===== src/rtl/uart_pkg.sv =====
// Shared types and helpers for the FIFO-fed UART transmitter.
package uart_pkg;

  typedef enum logic [2:0] {IDLE, LOAD, START, DATA, PARITY, STOP} tx_state_t;

  localparam int unsigned MAX_DATA_WIDTH = 64;

  // Total clk cycles of one frame from the start-bit edge to the end of the last stop bit.
  function automatic int unsigned frame_cycles(input int unsigned data_width,
                                               input int unsigned parity_en,
                                               input int unsigned stop_bits,
                                               input int unsigned clks_per_bit);
    return (1 + data_width + parity_en + stop_bits) * clks_per_bit;
  endfunction

  // Zero-extended data does not change the XOR, so one wide argument serves every width.
  function automatic logic calc_parity(input logic [MAX_DATA_WIDTH-1:0] data,
                                       input logic                      odd);
    return (^data) ^ odd;
  endfunction

endpackage


===== src/rtl/uart_bit_timer.sv =====
// Bit-period counter: pulses bit_end on the last clk of each serial bit while run is high.
module uart_bit_timer #(
  parameter int unsigned CLKS_PER_BIT = 16
) (
  input  logic clk,
  input  logic rst_n,
  input  logic run,
  output logic bit_end
);

  localparam int unsigned CNT_W = (CLKS_PER_BIT > 1) ? $clog2(CLKS_PER_BIT) : 1;
  localparam logic [CNT_W-1:0] LAST = CNT_W'(CLKS_PER_BIT - 1);

  logic [CNT_W-1:0] cnt;

  always_ff @(posedge clk) begin
    if (!rst_n || !run || cnt == LAST) cnt <= '0;
    else                               cnt <= cnt + CNT_W'(1);
  end

  assign bit_end = run && (cnt == LAST);

endmodule


===== src/rtl/fifo_uart_tx.sv =====
// Pops words from a synchronous FIFO and serializes each one as a UART frame on tx.
module fifo_uart_tx
  import uart_pkg::*;
#(
  parameter int unsigned DATA_WIDTH   = 8,
  parameter int unsigned CLKS_PER_BIT = 16,
  parameter int unsigned PARITY_EN    = 0,
  parameter int unsigned PARITY_ODD   = 0,
  parameter int unsigned STOP_BITS    = 1
) (
  input  logic                  clk,
  input  logic                  rst_n,
  input  logic                  enable,
  input  logic                  fifo_empty,
  output logic                  fifo_r_en,
  input  logic [DATA_WIDTH-1:0] fifo_data,
  output logic                  tx,
  output logic                  busy,
  output logic                  tx_done
);

  localparam int unsigned IDX_W = (DATA_WIDTH > 2) ? $clog2(DATA_WIDTH) : 1;
  localparam logic [IDX_W-1:0] LAST_DATA = IDX_W'(DATA_WIDTH - 1);
  localparam logic [IDX_W-1:0] LAST_STOP = IDX_W'(STOP_BITS - 1);

  tx_state_t             state;
  logic [DATA_WIDTH-1:0] shreg;
  logic                  parity_bit;
  logic [IDX_W-1:0]      bit_idx;
  logic                  run;
  logic                  bit_end;

  assign run       = (state == START) || (state == DATA) || (state == PARITY) || (state == STOP);
  assign fifo_r_en = rst_n && (state == IDLE) && enable && !fifo_empty;

  uart_bit_timer #(.CLKS_PER_BIT(CLKS_PER_BIT)) u_timer (
    .clk     (clk),
    .rst_n   (rst_n),
    .run     (run),
    .bit_end (bit_end)
  );

  // tx always carries the value of the bit currently on the line; it changes at bit_end.
  always_ff @(posedge clk) begin
    if (!rst_n) begin
      state      <= IDLE;
      tx         <= 1'b1;
      busy       <= 1'b0;
      tx_done    <= 1'b0;
      bit_idx    <= '0;
      shreg      <= '0;
      parity_bit <= 1'b0;
    end else begin
      tx_done <= 1'b0;
      case (state)
        IDLE: begin
          if (fifo_r_en) begin
            state <= LOAD;
            busy  <= 1'b1;
          end
        end
        LOAD: begin
          shreg      <= fifo_data;
          parity_bit <= calc_parity(MAX_DATA_WIDTH'(fifo_data), PARITY_ODD != 0);
          tx         <= 1'b0;
          state      <= START;
        end
        START: begin
          if (bit_end) begin
            tx      <= shreg[0];
            shreg   <= shreg >> 1;
            bit_idx <= '0;
            state   <= DATA;
          end
        end
        DATA: begin
          if (bit_end) begin
            if (bit_idx == LAST_DATA) begin
              bit_idx <= '0;
              if (PARITY_EN != 0) begin
                tx    <= parity_bit;
                state <= PARITY;
              end else begin
                tx    <= 1'b1;
                state <= STOP;
              end
            end else begin
              tx      <= shreg[0];
              shreg   <= shreg >> 1;
              bit_idx <= bit_idx + IDX_W'(1);
            end
          end
        end
        PARITY: begin
          if (bit_end) begin
            tx      <= 1'b1;
            bit_idx <= '0;
            state   <= STOP;
          end
        end
        STOP: begin
          if (bit_end) begin
            if (bit_idx == LAST_STOP) begin
              bit_idx <= '0;
              busy    <= 1'b0;
              tx_done <= 1'b1;
              state   <= IDLE;
            end else begin
              bit_idx <= bit_idx + IDX_W'(1);
            end
          end
        end
        default: begin
          state <= IDLE;
          tx    <= 1'b1;
          busy  <= 1'b0;
        end
      endcase
    end
  end

endmodule


===== config.mk =====
export PLATFORM = sky130hd
export DESIGN_NAME = fifo_uart_tx
export DESIGN_NICKNAME = d
export VERILOG_FILES = /design/src/rtl/uart_pkg.sv /design/src/rtl/uart_bit_timer.sv /design/src/rtl/fifo_uart_tx.sv
export SDC_FILE = /design/constraint.sdc
export NUM_CORES = 1
export LEC_CHECK = 0
export ABC_CLOCK_PERIOD_IN_PS = 6220
export BUFFER_PORTS_ARGS = -buffer_cell sky130_fd_sc_hd__buf_2
export CORE_ASPECT_RATIO = 1.25
export CORE_MARGIN = 3
export CORE_UTILIZATION = 35
export CTS_BUF_LIST = sky130_fd_sc_hd__clkbuf_2 sky130_fd_sc_hd__clkbuf_4 sky130_fd_sc_hd__clkbuf_8
export DETAILED_ROUTE_END_ITERATION = 10
export MAX_ROUTING_LAYER = met4
export SYNTH_ARGS = -nofsm -noshare
export SYNTH_HDL_FRONTEND = slang
export SYNTH_SLANG_ARGS = --single-unit
export TNS_END_PERCENT = 100

===== constraint.sdc =====
create_clock -name clk -period 6.22 [get_ports clk]
set_input_delay 0 -clock clk [delete_from_list [all_inputs] [get_ports clk]]
set_output_delay 0 -clock clk [all_outputs]
set_load 0.02 [all_outputs]

---- After elaboration in Yosys (flattened, before gate mapping) ----
Index checks and enable logic that the tools add are counted.
operators by class
  add/sub/neg operators ................... 2
  eq/ne operators ......................... 16
  mux-type cells .......................... 28
  bitwise logic cells ..................... 2
  reduce and logical (&&, ||, !) cells .... 25
operator list
  operator             number
  $mux 3               12
  $mux 8               3
  $pmux 8 s3           1
  $pmux 3 s6           1
  $reduce_and 4->1     4
  $ne 2x2->1 const B   6
  $eq 3x3->1 const B   3
  $pmux 3 s3           1
  $mux 1               8
  $reduce_and 7->1     1
  $eq 3x2->1 const B   2
  $logic_not 3->1      2
  $ne 2x1->1 const B   3
  $reduce_bool 3->1    2
  $logic_or 1x1->1     5
  $pmux 1 s5           1
  $add 4x1->4 const B  1
  $eq 4x4->1 const B   1
  $logic_and 1x1->1    4
  $reduce_or 2->1      2
  $reduce_or 4->1      1
  $add 3x1->3 const B  1
  $eq 3x1->1 const B   1
  $logic_not 1->1      3
  other kinds (3)      4
word-level totals
  register bits ........................... 21
  input bits .............................. 12
  word-level logic and storage cells ...... 80

---- Depth between registers and ports, before layout ----
  depth after elaboration ................. 7
  depth in mapped cells ................... 10

---- Modules after synthesis ----
Synthesis repeated with hierarchy kept, for this count alone.
unflattened totals
  cells, all modules ...................... 122
  area total of the unflattened synthesis .. 1156.1 um2
by module, submodules not included
  module          instances  cells each  area each (um2)  seq. area each (um2)
  fifo_uart_tx    1          105         999.7            340.3
  uart_bit_timer  1          17          156.4            80.1

---- Worst setup path before layout ----
OpenSTA, ideal clock, no wires.
  kind .................................... register to register
  start ................................... reg state[1]
  end ..................................... reg shreg[4]
  library setup time ...................... 122 ps
  data arrival time ....................... 2081 ps
  required time ........................... 6098 ps
  setup slack ............................. 4018 ps
  cell stages (with the launch flop) ...... 10
  path buffers ............................ 4
  clock period less this slack ............ 2202 ps
  path through ............................ dfxtp_1 clkbuf_1 inv_1 ha_1 and4_4 buf_6 and3_4 buf_6 buf_8 o311a_1
on the way
  cells in the longest elaborated chain, start to end .. 7
  elaborated cells between the ends (all ways) .. 15
  classes of those cells .................. eq/ne: 8; mux: 1; reduce/logical: 6
RTL lines
  what                            line                                    source
  start: declaration              fifo_uart_tx.sv:26                      tx_state_t state;
  start signal: assignment        fifo_uart_tx.sv:46                      state <= IDLE;
  start signal: assignment        fifo_uart_tx.sv:58                      state <= LOAD;
  start signal: assignment        fifo_uart_tx.sv:66                      state <= START;
  $eq 3x2->1                      fifo_uart_tx.sv:33, fifo_uart_tx.sv:55
  $logic_or 1x1->1 (3 in series)  fifo_uart_tx.sv:33                      assign run = (state == START) || (state == DATA) || (state == PARITY) || (state == STOP);
  $logic_and 1x1->1               uart_bit_timer.sv:21                    assign bit_end = run && (cnt == LAST);
  $ne 2x2->1 (no line)            -
  $reduce_and 4->1 (no line)      -
  end signal: assignment          fifo_uart_tx.sv:63                      shreg <= fifo_data;
  end signal: assignment          fifo_uart_tx.sv:71                      shreg <= shreg >> 1;
  end signal: assignment          fifo_uart_tx.sv:89                      shreg <= shreg >> 1;
  end: declaration                fifo_uart_tx.sv:27                      logic [DATA_WIDTH-1:0] shreg;
Several ways; a longest one is shown, not always the timed one.
A chain may end at the register's enable or synchronous reset.

---- Final worst setup path ----
  start ................................... reg state[2]
  end ..................................... reg shreg[7]
The elaborated chain is that of the path after synthesis.

==> metrics.txt <==
status finished clean; First-pass DRT Iterations 4; total power 367 uW; final net count 164; Clock Root Buffer clkbuf_8; register area share after synthesis 0.350; ranking of synthesized cells by area dfxtp_1 35%, ha_1 6.3%, mux2i_1 5.8%, o311a_1 5.8%, o21ai_1 2.9%; fin worst setup slack 3.78 ns; Synth Register Bits 21; Core ar. 3250 um2; Clock Latency Late Sink 0.25 ns; Power per Cell Area 282 nW/um2; Syn Area/Cell 8.83 um2; Peak Freq 410 MHz; io pins 16; hpwl dp 1780 um; IO Port Bufs 15; share of post-route cells with drive strength above 1 0.159; Num CTS Buffers 3; hold_ws 0.0920 ns; maxcap violations 0; cell count after synthesis 136; EDFF count, synth 0; postcts setup bufs 0; final worst path period share 0.392; first-pass GRT wire length 4240 um; total track usage 0.131; Worst setup EP type register; post_cts resized 0; cell row count 23; Worst EP required 6.37 ns; GP Congestion 0.823; Yosys top cell by area dfxtp_1; die width 58.4 um; full die area 4170 um2; CTS Hold Bufs 0; setup_tns 0 ns; ANT nets after route 0; multi-input logic area 684 um2; Syn Nets 154; pin count of the biggest net entering global routing 23; CP Class register to register; synth-to-layout area growth 8.33%; Routed WL 2410 um; Initial Utilization 0.369; most frequent cells after synthesis 21 x dfxtp_1, 9 x nand2_1; clk sinks 21; H-tree depth 1; Diodes inserted 0; slew at the pin closest to its max-slew limit 1.09 ns; Iteration-0 DRC Markers 73; Primary FF master, synth dfxtp_1; Max-slew headroom 0.273; Pleak 0.000541 uW; Vias per Instance 5.56; final hold vios 0; CP Max Fanout 16; peak supply drop 148 uV; RSZ-0062 raised after global routing no; area of the mapped netlist 1200 um2; Max Transition Viols Final 0; Remaining Overflow, GRT 0; final period demand of the worst path 2.44 ns; Final Skew 0.00185 ns; WL/cell 13.3 um; Setup crit start kind register; most numerous cell in the Yosys netlist dfxtp_1; fill count 323; WP data arrival 2.59 ns; clock buffer depth 2; HP Class input port to register; # setup viols final 0; DR vias 1,012; number of global-route vias before repair 981; CTS tree built; async set or reset register ratio after synthesis 0; post-synth cell types 39; top-area cell type share of the netlist area 0.350; FF+latch area 420 um2; initial antenna violation count 0; clock slew seen by the registers of the worst setup and hold paths 0.07 ns; DRC violations left 0; Synth warnings 0; Die Y 71.5 um; Place WS 3.81 ns
## through the flow
| step | area, um2 | utilization | std cells |
|---|---|---|---|
| 3_3_place_gp | 1250 | 0.385 | 178 |
| 6_report | 1300 | 0.400 | 182 |
| 4_1_cts | 1300 | 0.400 | 182 |
| 3_5_place_dp | 1250 | 0.385 | 178 |
| 2_1_floorplan | 1200 | - | 136 |
| 5_1_grt | 1300 | 0.400 | 182 |
## final cells by class
type	count	area share
clock buffers	4	0.0375
inverters	7	0.0202
flip-flops and latches	21	0.323
repair buffers	15	0.0577
multi-input cells	98	0.526
well taps	37	0.0356
## kinds of logic (layout without fill, tap and decap cells)
| family | Yosys count | count (layout) | synth area share |
|---|---|---|---|
| adder cells (fa/ha/maj) | 6 | 6 | 0.0625 |
| XOR/XNOR | 3 | 3 | 0.0219 |
| AO/OA/AOI/OAI | 38 | 38 | 0.223 |
| AND/OR/NAND/NOR | 44 | 44 | 0.204 |
| buffers and inverters | 17 | 26 | 0.0802 |
| multiplexers | 7 | 7 | 0.0583 |
| flip-flops | 21 | 21 | 0.350 |
## cells in the final DEF (no fill, tap or decap), types with 2 or more instances in the layout
| cell type | instances |
|---|---|
| a22o_1 | 2 |
| buf_2 | 15 |
| o22ai_1 | 2 |
| ha_1 | 6 |
| xor2_1 | 2 |
| nor2_1 | 7 |
| clkbuf_8 | 3 |
| o211ai_1 | 2 |
| a21boi_0 | 2 |
| and3_1 | 5 |
| o21ai_0 | 6 |
| o311a_1 | 7 |
| mux2i_1 | 7 |
| dfxtp_1 | 21 |
| nand2_1 | 9 |
| nor2b_1 | 4 |
| a21oi_1 | 2 |
| o21ai_1 | 7 |
| nand3_1 | 2 |
| nor3_1 | 3 |
| o21a_1 | 4 |
| inv_1 | 7 |
| nand2b_1 | 5 |
## metal layers
layer	vias to the layer above	wire, um	track usage
met1	472	1070	0.155
met2	25	1130	0.210
met5	-	0	-
met4	0	59	0.0567
li1	508	-	-
met3	7	147	0.0288
## worst max-delay path, stage by stage (launching register included)
cell and delay, ns:
dfxtp_1 0.61, inv_1 0.22, ha_1 0.42, nand2_1 0.14, o211ai_1 0.42, and3_1 0.38, o21a_1 0.16
## state kept, by name (all words and copies together), names as in the netlist
name / flops
bit_idx: 3
busy: 1
shreg: 8
state: 3
tx: 1
tx_done: 1
u_timer.cnt: 4
## where the power goes
group          switching [uW]  internal, uW
registers                19.6           156
clock network            40.2          49.9
logic                    53.8          47.6
total                     114           254
## final timing paths
kind | startpoint | end | slack, ns | depth (start not counted)
worst max register to register | state[2] | shreg[7] | 3.78 | 6
worst min register to register | u_timer.cnt[0] | u_timer.cnt[0] | 0.45 | 1
worst max-delay path | state[2] | shreg[7] | 3.78 | 6
worst min-delay path | fifo_data[7] | shreg[7] | 0.09 | 3
Power figures use the tool's default switching activity.
